===== src/rtl/pipeline_ctrl.sv =====
// Stall/flush/interrupt sequencer for the 5-stage OTTER pipeline (IF, DE, EX, MEM, WB).
// Hazards and enables are combinational; only the stage valid bits and the interrupt FSM are registered.
module pipeline_ctrl #(
  parameter int INT_PC_SRC = 4,
  parameter int PC_SRC_W   = 3
) (
  input  logic                CLK,
  input  logic                RST,
  input  logic [31:0]         DEC_IR,
  input  logic [31:0]         EXE_IR,
  input  logic [31:0]         MEM_IR,
  input  logic [PC_SRC_W-1:0] DEC_PC_SOURCE,
  input  logic                DEC_CLEAR,
  input  logic                MEM_BUSY,
  input  logic                INTR,
  input  logic                CSR_MIE,
  output logic                PC_WE,
  output logic [PC_SRC_W-1:0] PC_SOURCE,
  output logic                IF_DE_WE,
  output logic                DE_EX_WE,
  output logic                EX_MEM_WE,
  output logic                MEM_WB_WE,
  output logic                FLUSH_IF_DE,
  output logic                BUBBLE_DE_EX,
  output logic                INT_TAKEN,
  output logic [1:0]          STATE_DBG
);

  localparam logic [6:0] OPC_LUI    = 7'b0110111;
  localparam logic [6:0] OPC_AUIPC  = 7'b0010111;
  localparam logic [6:0] OPC_JAL    = 7'b1101111;
  localparam logic [6:0] OPC_JALR   = 7'b1100111;
  localparam logic [6:0] OPC_BRANCH = 7'b1100011;
  localparam logic [6:0] OPC_LOAD   = 7'b0000011;
  localparam logic [6:0] OPC_STORE  = 7'b0100011;
  localparam logic [6:0] OPC_OP_IMM = 7'b0010011;
  localparam logic [6:0] OPC_OP     = 7'b0110011;
  localparam logic [6:0] OPC_SYSTEM = 7'b1110011;

  typedef enum logic [1:0] {RUN = 2'd0, DRAIN = 2'd1, TAKE = 2'd2} state_t;

  state_t state_q, state_d;
  logic   v_de_q, v_ex_q, v_mem_q, v_wb_q;
  logic   v_de_d, v_ex_d, v_mem_d, v_wb_d;

  function automatic logic uses_rs1(input logic [6:0] opc);
    return !(opc == OPC_LUI || opc == OPC_AUIPC || opc == OPC_JAL);
  endfunction

  function automatic logic uses_rs2(input logic [6:0] opc);
    return (opc == OPC_OP || opc == OPC_STORE || opc == OPC_BRANCH);
  endfunction

  function automatic logic writes_rd(input logic [6:0] opc, input logic [2:0] f3);
    return (opc == OPC_LUI || opc == OPC_AUIPC || opc == OPC_JAL || opc == OPC_JALR ||
            opc == OPC_OP_IMM || opc == OPC_OP || opc == OPC_LOAD ||
            (opc == OPC_SYSTEM && f3 != 3'd0));
  endfunction

  logic [6:0] dec_opc, exe_opc, mem_opc;
  logic [4:0] dec_rs1, dec_rs2, exe_rd, mem_rd;
  logic       dec_use1, dec_use2, dec_is_br;
  logic       exe_hit, mem_hit, load_use, br_dep, stall, redirect, int_rec;
  logic       unused_ir;

  assign dec_opc   = DEC_IR[6:0];
  assign exe_opc   = EXE_IR[6:0];
  assign mem_opc   = MEM_IR[6:0];
  assign dec_rs1   = DEC_IR[19:15];
  assign dec_rs2   = DEC_IR[24:20];
  assign exe_rd    = EXE_IR[11:7];
  assign mem_rd    = MEM_IR[11:7];
  assign dec_use1  = uses_rs1(dec_opc);
  assign dec_use2  = uses_rs2(dec_opc);
  assign dec_is_br = (dec_opc == OPC_BRANCH) || (dec_opc == OPC_JALR);
  assign unused_ir = ^{DEC_IR[31:25], DEC_IR[14:7], EXE_IR[31:15], MEM_IR[31:12]};

  // x0 is hard-wired, so a producer with rd = 0 never matches
  assign exe_hit = (exe_rd != 5'd0) &&
                   ((dec_use1 && exe_rd == dec_rs1) || (dec_use2 && exe_rd == dec_rs2));
  assign mem_hit = (mem_rd != 5'd0) &&
                   ((dec_use1 && mem_rd == dec_rs1) || (dec_use2 && mem_rd == dec_rs2));

  assign load_use = v_ex_q && (exe_opc == OPC_LOAD) && exe_hit;
  assign br_dep   = dec_is_br &&
                    ((v_ex_q && writes_rd(exe_opc, EXE_IR[14:12]) && exe_hit) ||
                     (v_mem_q && (mem_opc == OPC_LOAD) && mem_hit));
  assign stall    = v_de_q && (load_use || br_dep);
  assign redirect = DEC_CLEAR && v_de_q;
  assign int_rec  = (state_q == RUN) && INTR && CSR_MIE && v_de_q && !stall && !redirect;

  always_comb begin
    PC_WE        = 1'b0;
    PC_SOURCE    = DEC_PC_SOURCE;
    IF_DE_WE     = 1'b0;
    DE_EX_WE     = 1'b0;
    EX_MEM_WE    = 1'b0;
    MEM_WB_WE    = 1'b0;
    FLUSH_IF_DE  = 1'b0;
    BUBBLE_DE_EX = 1'b0;
    INT_TAKEN    = 1'b0;
    state_d      = state_q;
    if (RST) begin
      PC_SOURCE = '0;
    end else if (MEM_BUSY) begin
      state_d = state_q;
    end else if (state_q == TAKE) begin
      PC_WE        = 1'b1;
      PC_SOURCE    = PC_SRC_W'(INT_PC_SRC);
      INT_TAKEN    = 1'b1;
      FLUSH_IF_DE  = 1'b1;
      BUBBLE_DE_EX = 1'b1;
      IF_DE_WE     = 1'b1;
      DE_EX_WE     = 1'b1;
      EX_MEM_WE    = 1'b1;
      MEM_WB_WE    = 1'b1;
      state_d      = RUN;
    end else if (state_q == DRAIN || int_rec) begin
      // hold the DE instruction (its PC goes to mepc) while older ones retire
      BUBBLE_DE_EX = 1'b1;
      DE_EX_WE     = 1'b1;
      EX_MEM_WE    = 1'b1;
      MEM_WB_WE    = 1'b1;
      if (state_q == DRAIN)
        state_d = (v_ex_q || v_mem_q || v_wb_q) ? DRAIN : TAKE;
      else
        state_d = DRAIN;
    end else begin
      state_d = RUN;
      if (stall) begin
        BUBBLE_DE_EX = 1'b1;
        DE_EX_WE     = 1'b1;
        EX_MEM_WE    = 1'b1;
        MEM_WB_WE    = 1'b1;
      end else if (redirect) begin
        PC_WE       = 1'b1;
        PC_SOURCE   = DEC_PC_SOURCE;
        FLUSH_IF_DE = 1'b1;
        IF_DE_WE    = 1'b1;
        DE_EX_WE    = 1'b1;
        EX_MEM_WE   = 1'b1;
        MEM_WB_WE   = 1'b1;
      end else begin
        PC_WE     = 1'b1;
        PC_SOURCE = v_de_q ? DEC_PC_SOURCE : '0;
        IF_DE_WE  = 1'b1;
        DE_EX_WE  = 1'b1;
        EX_MEM_WE = 1'b1;
        MEM_WB_WE = 1'b1;
      end
    end
  end

  always_comb begin
    v_de_d  = v_de_q;
    v_ex_d  = v_ex_q;
    v_mem_d = v_mem_q;
    v_wb_d  = v_wb_q;
    if (!MEM_BUSY) begin
      v_wb_d  = v_mem_q;
      v_mem_d = v_ex_q;
      v_ex_d  = BUBBLE_DE_EX ? 1'b0 : v_de_q;
      v_de_d  = FLUSH_IF_DE ? 1'b0 : (IF_DE_WE ? 1'b1 : v_de_q);
    end
  end

  always_ff @(posedge CLK or posedge RST) begin
    if (RST) begin
      state_q <= RUN;
      v_de_q  <= 1'b0;
      v_ex_q  <= 1'b0;
      v_mem_q <= 1'b0;
      v_wb_q  <= 1'b0;
    end else begin
      state_q <= state_d;
      v_de_q  <= v_de_d;
      v_ex_q  <= v_ex_d;
      v_mem_q <= v_mem_d;
      v_wb_q  <= v_wb_d;
    end
  end

  assign STATE_DBG = state_q;

endmodule


===== config.mk =====
export PLATFORM = sky130hd
export DESIGN_NAME = pipeline_ctrl
export DESIGN_NICKNAME = d
export VERILOG_FILES = /design/src/rtl/pipeline_ctrl.sv
export SDC_FILE = /design/constraint.sdc
export NUM_CORES = 1
export LEC_CHECK = 0
export BUFFER_PORTS_ARGS = -buffer_cell sky130_fd_sc_hd__buf_2
export CAP_MARGIN = 0
export CORE_MARGIN = 2
export CORE_UTILIZATION = 30
export CTS_BUF_LIST = sky130_fd_sc_hd__clkbuf_4 sky130_fd_sc_hd__clkbuf_8 sky130_fd_sc_hd__clkbuf_16
export DETAILED_ROUTE_END_ITERATION = 12
export PLACE_DENSITY = 0.82
export SLEW_MARGIN = 30
export SYNTH_ARGS = -nofsm -noshare
export SYNTH_HDL_FRONTEND = slang
export SYNTH_SLANG_ARGS = --single-unit
export TNS_END_PERCENT = 30

===== constraint.sdc =====
create_clock -name CLK -period 2.7 [get_ports CLK]
set_input_delay 0.54 -clock CLK [delete_from_list [all_inputs] [get_ports CLK]]
set_output_delay 0.54 -clock CLK [all_outputs]
set_load 0.02 [all_outputs]

# Yosys cells after proc, flatten, opt, wreduce, memory -nomap -nowiden
# Index checks and enable logic that the tools add are counted.
# classes
n_eq_ne,22
mux,35
n_bitwise,2
reduce_logical,50
# op_table
cell,count
$eq A7 B7 Y1 const B,6
$eq A7 B6 Y1 const B,5
$mux W1,24
$eq A7 B5 Y1 const B,3
$logic_and A1 B1 Y1,21
$mux W3,7
$eq A5 B5 Y1,4
$logic_or A1 B1 Y1,19
$eq A7 B2 Y1 const B,2
$reduce_bool A5 Y1,2
$mux W2,4
$reduce_and A2 Y1,2
$logic_not A1 Y1,3
$reduce_bool A3 Y1,1
$eq A2 B1 Y1 const B,1
$eq A2 B2 Y1 const B,1
$logic_not A2 Y1,1
$not A1 Y1,2
$reduce_bool A2 Y1,1
# word_totals
regBits,6
inputBits,105

# Longest topological paths before layout
# Gate-level depths: netlist (run 1).
# depth
ltp_word,24
mapped_depth,7

# Worst setup path before layout (run 1)
# OpenSTA, ideal clock, no wires.
# synth_timing
path_kind,input port to output port
startpoint,input port EXE_IR[8]
endpoint,output port PC_WE
arrival_time_ns,2.531
required_ns,2.160
setup_slack_ns,-0.371
path_stages,6
path_buffers,1
path_cell_list,or4_4 -> o2111ai_2 -> a221oi_2 -> or2_1 -> a311oi_1 -> buf_4
# synth_via
elab_chain_len,17
# synth_lines
element,line,source
start: declaration,10,"input logic [31:0] EXE_IR,"
$eq A5 B5 Y1,80,((dec_use1 && exe_rd == dec_rs1) || (dec_use2 && exe_rd == dec_rs2));
$logic_and A1 B1 Y1,80,
$logic_or A1 B1 Y1,80,
$logic_and A1 B1 Y1 *,79,assign exe_hit = (exe_rd != 5'd0) &&
$logic_and A1 B1 Y1,86,"((v_ex_q && writes_rd(exe_opc, EXE_IR[14:12]) && exe_hit) ||"
$logic_or A1 B1 Y1,86,
$logic_and A1 B1 Y1,85,assign br_dep = dec_is_br &&
$logic_or A1 B1 Y1 *,88,assign stall = v_de_q && (load_use || br_dep);
$logic_and A1 B1 Y1 *,88,
$logic_not A1 Y1,90,assign int_rec = (state_q == RUN) && INTR && CSR_MIE && v_de_q && !stall && !redirect;
$logic_and A1 B1 Y1 (2 in a row),90,
$logic_or A1 B1 Y1,118,end else if (state_q == DRAIN || int_rec) begin
$mux W1 * (4 in a row),n/a,
end: declaration,17,"output logic PC_WE,"
# Mark *: on every way between the ends. The rest lies on a longest branch, timed or not.

# Worst setup path in the final report (run 1)
# layout_timing
startpoint,input port EXE_IR[8]
endpoint,output port IF_DE_WE
# layout_via
elab_chain_len,17
# layout_lines
element,line,source
$eq A5 B5 Y1,80,
$logic_and A1 B1 Y1,80,
$logic_or A1 B1 Y1,80,
$logic_and A1 B1 Y1 *,79,
$logic_and A1 B1 Y1,86,
$logic_or A1 B1 Y1,86,
$logic_and A1 B1 Y1,85,
$logic_or A1 B1 Y1 *,88,
$logic_and A1 B1 Y1 *,88,
$logic_not A1 Y1,90,
$logic_and A1 B1 Y1 (2 in a row),90,
$logic_or A1 B1 Y1,118,
$mux W1 *,118,
$mux W1 *,107,end else if (state_q == TAKE) begin
$mux W1 *,105,end else if (MEM_BUSY) begin
$mux W1 *,103,if (RST) begin
end: declaration,19,"output logic IF_DE_WE,"
# Marked as above.

==> run summary, run 1 <==
Outcome = finished, violations left
Failing checks = negative setup slack
DR vias/cell = 4.950
Fraction of layout cells with a size suffix above 1 = 46.52%
Critical path cell sequence = buf_6 -> or4_4 -> o2111ai_2 -> a221oi_2 -> or2_1 -> a311oi_4 -> buf_6
Die area = 0.003390 mm^2
Min Tclk post-route = 2723 ps
Die height = 58.23 um
Top FF cell, synth = dfrtp_1
Num CTS Buffers = 3
Setup violators final = 2
Filler cells = 275
Post-synth EDFFs = 0
Delay-heaviest family, CP = simple AND/OR/NAND/NOR gates
FMAX = 367.3 MHz
Leak Pwr = 0.6524 nW
Synth Cell Area = 882.1 um^2
GRT overflow = 0
Slew @ Worst Pin = 327.8 ps
Drt wl/cell = 11.22 um
Worst Skew = 5.551 ps
MaxCap Viol Count = 0
Tot Pwr = 0.5582 mW
Synth Area per Inst = 7.539 um^2
GPL Wtd Cong = 0.8398
Antenna viol nets, final = 0
Pin count of the biggest net entering global routing = 12
Post-CTS Setup Inserts = 0
CP endpoint kind = output port
Critical path's slowest cell = or4_4
VDD IR max = 0.4045 mV
CP peak stage delay = 520 ps
Tcrit/Tclk final = 100.8%
Net count after synthesis = 222
Total Routing Usage GR = 14.69%
I/O pin count = 118
Cell Pwr Density = 415.8 mW/mm^2
Core area = 0.002781 mm^2
DR pass1 iterations = 4
Fin Setup TNS = -40.89 ps
Layout Nets = 294
# hold bufs at CTS = 0
Slew HR = 77.94%
Most frequent CP cell = buf_6
Worst flop-to-flop path endpoint = v_ex_q
Clock transition at path regs = 50 ps
#FFs+latches synth = 6
CTS tree = yes
Post-DP HPWL = 2.080 mm
First-pass GRT wire length = 3.898 mm
DRC = 0
Commonest non-fill, non-tap cell in the layout = buf_2
Initial core utilization = 31.71%
Via count = 1,079
Post-synth top area share = 17.02%
Post-route setup slack = -22.76 ps
Sink Count = 6
Req. time, crit path = 2160 ps
Util after Layout = 48.27%
Final Max Slew Viols = 0
Placement Setup Slack = -55.11 ps
Worst R2R Path Depth = 7
Clock buffer depth = 2
Endpoints failing hold = 0
CTS HTree Levels = 1
Hold Crit Class = primary input to asynchronous set/reset pin
RSZ-0062 raised after global routing = yes
Worst r2r src = v_mem_q
Clock root buffer = clkbuf_4
Worst setup path start = EXE_IR[8]
WL final = 2.447 mm
Startpoint types = primary input
Distinct cells, synth = 36
Latest clock arrival within the worst-skew pair = 250 ps
Worst path buffer plus inverter count = 2
Post-synth top area cell = dfrtp_1
Synth warn = 0
Area growth, synth to finish = 52.20%
Standard-cell rows = 19
Seq/Total Area, Yosys = 17.02%
IO buf count = 65
WS Path Type = primary input to output port
Arrival time worst endpoint = 2180 ps
Vias in the first global route = 988
# diodes = 0
Asr flop ratio synth = 100.0%
Initial DRC Count = 38
R2R Setup Slk = 680 ps
Leading post-synthesis cells by cell area = dfrtp_1 (17%), xor2_1 (14%), xnor2_1 (6.0%), and4b_1 (5.7%), nor2_1 (5.1%)
Commonest cells after routing, fill and taps aside = buf_2 (62), xor2_1 (14), nor2_1 (12)
Crit Path Max Fanout = 2
Width of the die = 58.23 um
Gate Count Post-Synth = 117
Initial antenna violation count = 0
Crit path depth = 7
-- flip-flops by register name (all words and copies together), names as in the netlist --
name,flops
STATE_DBG,2
v_de_q,1
v_ex_q,1
v_mem_q,1
v_wb_q,1
-- cell usage after synthesis (all sizes together) (3+ instances only) --
master	instances
o21ai	6
and2	3
nand4	4
nor4	3
nor3	7
and4b	5
buf	5
nand2	10
o2111ai	3
a21oi	4
dfrtp	6
xnor2	6
inv	3
clkbuf	3
nor2	12
xor2	14
-- power breakdown --
part	total (mW)	leakage [nW]	internal (mW)	switching, mW
registers	0.180	0.0712	0.125	0.0558
clock network	0.0815	0.0138	0.0502	0.0313
logic	0.296	0.567	0.139	0.157
total	0.558	0.652	0.314	0.244
-- worst max path at each step --
stage,end
after floorplan,PC_WE
after CTS,IF_DE_WE
after global placement,IF_DE_WE
after detailed placement,IF_DE_WE
final,IF_DE_WE
after global routing,IF_DE_WE
-- final cells by class --
type	instances	area, um^2	area share (%)
Clock buffer	3	22.52	1.678
Sequential cell	6	150.1	11.18
Multi-Input combinational cell	99	696.9	51.91
Inverter	4	15.01	1.118
Timing Repair Buffer	75	419.2	31.22
Tap cell	31	38.79	2.889
-- timing repair --
item	CTS	global route
gates resized for setup	5	1
endpoints found under the setup margin	2	3
pin swaps	1	0
-- per-layer routing --
| layer | up-vias | track usage, % | wire, um |
|---|---|---|---|
| li1 | 566 | - | - |
| met5 | - | 0 | 0 |
| met3 | 4 | 4.018 | 189 |
| met4 | 0 | 6.312 | 30 |
| met1 | 469 | 16.82 | 1048 |
| met2 | 40 | 25.49 | 1178 |
-- metrics by stage --
| stage | std cells | cell area, um^2 | hold WS [ps] |
|---|---|---|---|
| after global routing | 218 | 1343 | 239.7 |
| after global placement | 215 | 1295 | 491.2 |
| after floorplan | 117 | 903.4 | 331.0 |
| final | 218 | 1343 | 230.3 |
| after detailed placement | 215 | 1295 | 491.4 |
| after CTS | 218 | 1336 | 226.6 |
-- cells by family (layout without fill, tap and decap cells) --
group	after synthesis	in the layout	synth area share (%)
AOI/OAI and AO/OA	21	21	18.87
xor gates and xnor gates	20	20	19.86
buffers and inverters	12	82	6.666
DFF	6	6	17.02
muxes	1	1	1.277
and+or+nand+nor	57	57	36.31
(Power assumes the default switching activity.)
==> run 2: changes to the inputs <==
Settings changed: CORE_UTILIZATION 30 to 28, PLACE_DENSITY 0.82 to 0.8.
Clock period 2.7 ns to 2.5 ns, I/O delays scaled along.
==> run summary, run 2 (same netlist as run 1, synthesis figures left out) <==
Arrival time worst endpoint = 2130 ps
Antenna viol nets, final = 0
Clock buffer depth = 2
Tcrit/Tclk final = 105.2%
Pin count of the biggest net entering global routing = 12
Min Tclk post-route = 2629 ps
DRC = 0
Width of the die = 60.13 um
Initial DRC Count = 37
Endpoints failing hold = 0
Critical path's slowest cell = or4_4
Layout Nets = 302
Most frequent CP cell = buf_6
Drt wl/cell = 11.01 um
Outcome = finished, violations left
Clock root buffer = clkbuf_4
Commonest non-fill, non-tap cell in the layout = buf_2
Num CTS Buffers = 3
WS Path Type = primary input to output port
Fraction of layout cells with a size suffix above 1 = 49.23%
VDD IR max = 0.3337 mV
Placement Setup Slack = -182.8 ps
Hold Crit Class = primary input to asynchronous set/reset pin
Initial core utilization = 29.13%
Slew @ Worst Pin = 345.5 ps
Leak Pwr = 0.6907 nW
Multi-input gate area = 699.4 um^2
Area growth, synth to finish = 61.42%
Crit Path Max Fanout = 2
Reg area = 150.1 um^2
WL final = 2.631 mm
CTS tree = yes
Slew HR = 76.75%
# diodes = 0
MaxCap Viol Count = 0
Fin Setup TNS = -297.1 ps
Filler cells = 304
Latest clock arrival within the worst-skew pair = 240 ps
Delay-heaviest family, CP = simple AND/OR/NAND/NOR gates
Total Routing Usage GR = 14.32%
Post-CTS Setup Inserts = 0
GPL Wtd Cong = 0.8114
Sink Count = 6
Max reg flops = 2
Post-DP HPWL = 2.241 mm
Die height = 60.13 um
Tot Pwr = 0.6189 mW
Failing checks = negative setup slack
CP endpoint kind = output port
Die area = 0.003615 mm^2
Util after Layout = 47.02%
Final Max Slew Viols = 0
First-pass GRT wire length = 3.988 mm
I/O pin count = 118
CTS HTree Levels = 1
Clock transition at path regs = 50 ps
RSZ-0062 raised after global routing = yes
Core area = 0.003028 mm^2
Standard-cell rows = 20
Worst path buffer plus inverter count = 2
Req. time, crit path = 2000 ps
IO buf count = 65
Post-route setup slack = -129.3 ps
Worst Skew = 5.338 ps
Vias in the first global route = 985
DR pass1 iterations = 4
GRT overflow = 0
FMAX = 380.3 MHz
Via count = 1,117
Initial antenna violation count = 0
Cell Pwr Density = 434.7 mW/mm^2
Setup violators final = 3
CP peak stage delay = 530 ps
Commonest cells after routing, fill and taps aside = buf_2 (61), buf_4 (19), xor2_1 (14)
Critical path cell sequence = buf_6 -> or4_4 -> o2111ai_2 -> a221oi_2 -> or2_4 -> a311oi_4 -> buf_6
DR vias/cell = 4.674
Startpoint types = primary input
==> run 2: worst paths after layout <==
| path | cells past startpoint | slack, ps | start | end |
|---|---|---|---|---|
| max in group asynchronous | 2 | 2110 | RST | STATE_DBG[0] |
| min in group CLK | 1 | 510 | v_wb_q | v_wb_q |
| max reg2reg | 7 | 410 | v_mem_q | v_ex_q |
| max | 7 | -130 | EXE_IR[8] | IF_DE_WE |
| min | 2 | 200 | RST | v_wb_q |
| min reg2reg | 1 | 510 | v_wb_q | v_wb_q |
==> run 2: layout make-up <==
type                            count  area share (%)
Multi-Input combinational cell     99           49.12
Timing Repair Buffer               83           33.83
Sequential cell                     6           10.54
Tap cell                           44           3.866
Clock buffer                        3           1.582
Inverter                            4           1.054
==> run 2: what timing repair did <==
item | CTS | global route
pin swaps | 1 | 0
setup endpoints to repair | 3 | 4
hold endpoints to repair | 0 | 0
gates resized for setup | 7 | 2
hold buffers | 0 | 0
==> run 2: per-layer routing <==
layer / track usage, % / vias to the layer above / wire length (um)
met5: 0 / - / 0
met4: 4.444 / 0 / 18
met3: 2.814 / 2 / 214
met2: 25.47 / 50 / 1287
met1: 17.10 / 482 / 1111
li1: - / 583 / -
==> run 2: stage by stage <==
stage	std cells	cell area, um^2	hold slack [ps]
6_report	239	1424	195.7
5_1_grt	239	1424	211.3
4_1_cts	239	1421	205.8
3_5_place_dp	236	1371	459.3
3_3_place_gp	236	1371	444.2
2_1_floorplan	117	903.4	291.0
==> run 2: power by group <==
part | internal, mW | switching, mW | total [mW]
Sequential | 0.134 | 0.0623 | 0.197
Clock | 0.0542 | 0.0338 | 0.0880
Combinational | 0.159 | 0.175 | 0.334
==> run 3: changes to the inputs <==
Settings changed: ABC_AREA set to 1, CORE_UTILIZATION 28 to 29, PLACE_DENSITY 0.8 to 0.79.
==> run summary, run 3 <==
Layout Nets = 337
Post-synth top area cell = nand2_1
Cell Pwr Density = 328.5 mW/mm^2
Slew HR = 79.33%
Synth warn = 0
VDD IR max = 0.08953 mV
Max reg flops = 2
Clock power share = 20.9%
Core area = 0.003053 mm^2
Post-synth EDFFs = 0
Leak Pwr = 0.7906 nW
Antenna viol nets, final = 0
Min Tclk post-route = 2350 ps
List of most frequent post-synthesis cells = nand2_1 (50), nor2_1 (29), inv_1 (20), nand3_1 (11)
Fraction of layout cells with a size suffix above 1 = 34.35%
Clock buffer depth = 2
DR vias/cell = 4.215
Worst flop-to-flop path endpoint = v_de_q
Hold Crit Class = primary input to asynchronous set/reset pin
Critical path's slowest cell = nor3_1
Reg power frac = 30.0%
Req. time, crit path = 2000 ps
Sink Count = 6
Initial antenna violation count = 0
Top FF cell, synth = dfrtp_1
Standard-cell rows = 20
# hold bufs at CTS = 0
Post-CTS Setup Inserts = 0
Worst R2R Path Depth = 13
Die area = 0.003651 mm^2
Die height = 60.43 um
Gate Count Post-Synth = 166
Count leader, synth = nand2_1
GPL Wtd Cong = 0.7997
Drt wl/cell = 9.018 um
R2R Setup Slk = 1110 ps
Leading post-synthesis cells by cell area = nand2_1 (20%), dfrtp_1 (16%), nor2_1 (12%), xnor2_1 (8.5%), xor2_1 (8.5%)
Crit Path Max Fanout = 3
#FFs+latches synth = 6
Critical path cell sequence = buf_2 -> inv_1 -> nand3_1 -> nor3_1 -> and3_1 -> nand2_1 -> nand2_1 -> nand2_2 -> nand2_1 -> nand2_2 -> o21bai_1 -> nand2_1 -> buf_2
DR pass1 iterations = 4
Outcome = finished, final reports clean
WL final = 2.471 mm
First-pass GRT wire length = 3.877 mm
Seq/Total Area, Yosys = 16.26%
P_sw = 0.1689 mW
Worst Skew = 4.409 ps
Combinational share of power = 49.1%
DRC = 0
Net count after synthesis = 271
Endpoints failing hold = 0
Filler cells = 344
Initial DRC Count = 37
Synth Area per Inst = 5.563 um^2
PostCTS Resize Cnt = 0
Worst r2r src = v_mem_q
Vias in the first global route = 1,021
Util after Layout = 42.54%
Post-synth top area share = 20.33%
Latest clock arrival within the worst-skew pair = 250 ps
Via count = 1,155
RSZ-0062 raised after global routing = no
Clock transition at path regs = 50 ps
Num CTS Buffers = 3
Distinct cells, synth = 22
GRT overflow = 0
Commonest non-fill, non-tap cell in the layout = buf_2
Synth Cell Area = 923.4 um^2
# diodes = 0
Post-DP HPWL = 2.152 mm
Clock root buffer = clkbuf_4
Fin Setup TNS = 0 ps
I/O pin count = 118
WS Path Type = primary input to output port
Tcrit/Tclk final = 94.02%
Total Routing Usage GR = 13.47%
Area growth, synth to finish = 40.65%
CTS HTree Levels = 1
Commonest cells after routing, fill and taps aside = buf_2 (65), nand2_1 (50), nor2_1 (29)
Startpoint types = primary input
Final Max Slew Viols = 0
Width of the die = 60.43 um
Power Internal = 0.2578 mW
Slew @ Worst Pin = 309.6 ps
Asr flop ratio synth = 100.0%
CP peak stage delay = 220 ps
IO buf count = 65
Arrival time worst endpoint = 1850 ps
CTS tree = yes
Most frequent CP cell = nand2_1
Setup violators final = 0
FMAX = 425.4 MHz
Switching share of power = 39.58%
Pin count of the biggest net entering global routing = 10
Initial core utilization = 30.25%
MaxCap Viol Count = 0
CP endpoint kind = output port
==> run 3: how the worst max path moves through the flow <==
stage                          from           end  slack, ps  cells past startpoint
after floorplan            MEM_BUSY  PC_SOURCE[2]        260                      6
after global placement    DEC_IR[4]  PC_SOURCE[2]        170                     13
after detailed placement  DEC_IR[4]  PC_SOURCE[2]        140                     13
after CTS                 DEC_IR[4]  PC_SOURCE[2]        130                     13
after global routing      DEC_IR[4]  PC_SOURCE[2]          2                     13
final                     DEC_IR[4]  PC_SOURCE[2]        150                     13
==> run 3: layout make-up <==
cell class	count	area, um^2	area share [%]
repair buffers	65	325.3	25.05
clock buffers	3	22.52	1.734
inverters	24	90.09	6.936
flip-flops and latches	6	150.1	11.56
multi-input cells	132	655.6	50.48
well taps	44	55.05	4.239
==> run 3: metrics by stage <==
stage / setup slack, ps / instance area, um^2 / hold slack, ps / power, mW / cells
final: 149.5 / 1299 / 210.1 / 0.4267 / 274
after global routing: 2.026 / 1299 / 240.2 / 0.4651 / 274
after CTS: 131.0 / 1299 / 222.1 / 0.4321 / 274
after detailed placement: 136.7 / 1276 / 471.0 / 0.3392 / 271
after global placement: 173.0 / 1276 / 463.4 / 0.3352 / 271
after floorplan: 264.8 / 923.4 / 315.2 / 0.2551 / 166
==> run 3: cell families (layout without fill, tap and decap cells) <==
logic type / after synthesis / count (layout) / synth area share (%)
buffers and inverters: 28 / 92 / 12.74
XOR/XNOR: 18 / 18 / 17.07
flip-flops: 6 / 6 / 16.26
AO/OA/AOI/OAI: 9 / 9 / 6.232
AND/OR/NAND/NOR: 105 / 105 / 47.70
==> run 3: layer usage <==
layer | up-vias | track usage, % | wire [um]
li1 | 632 | - | -
met1 | 485 | 18.22 | 1212
met2 | 36 | 23.45 | 1122
met3 | 2 | 1.279 | 126
met4 | 0 | 2.795 | 9
met5 | - | 0 | 0
==> run 3: worst max-delay path: cells and delay by family <==
kind / cells / cell delay (ps)
AND/OR/NAND/NOR: 9 / 900
buffers and inverters: 3 / 310
AO/OA/AOI/OAI: 1 / 130
==> run 3: power groups by stage <==
stage          clock, mW  combinational (mW)  sequential [mW]
2_1_floorplan          0               0.125            0.130
3_3_place_gp           0               0.206            0.129
3_5_place_dp           0               0.210            0.129
4_1_cts           0.0931               0.211            0.128
5_1_grt           0.0993               0.235            0.131
6_report          0.0891               0.209            0.128
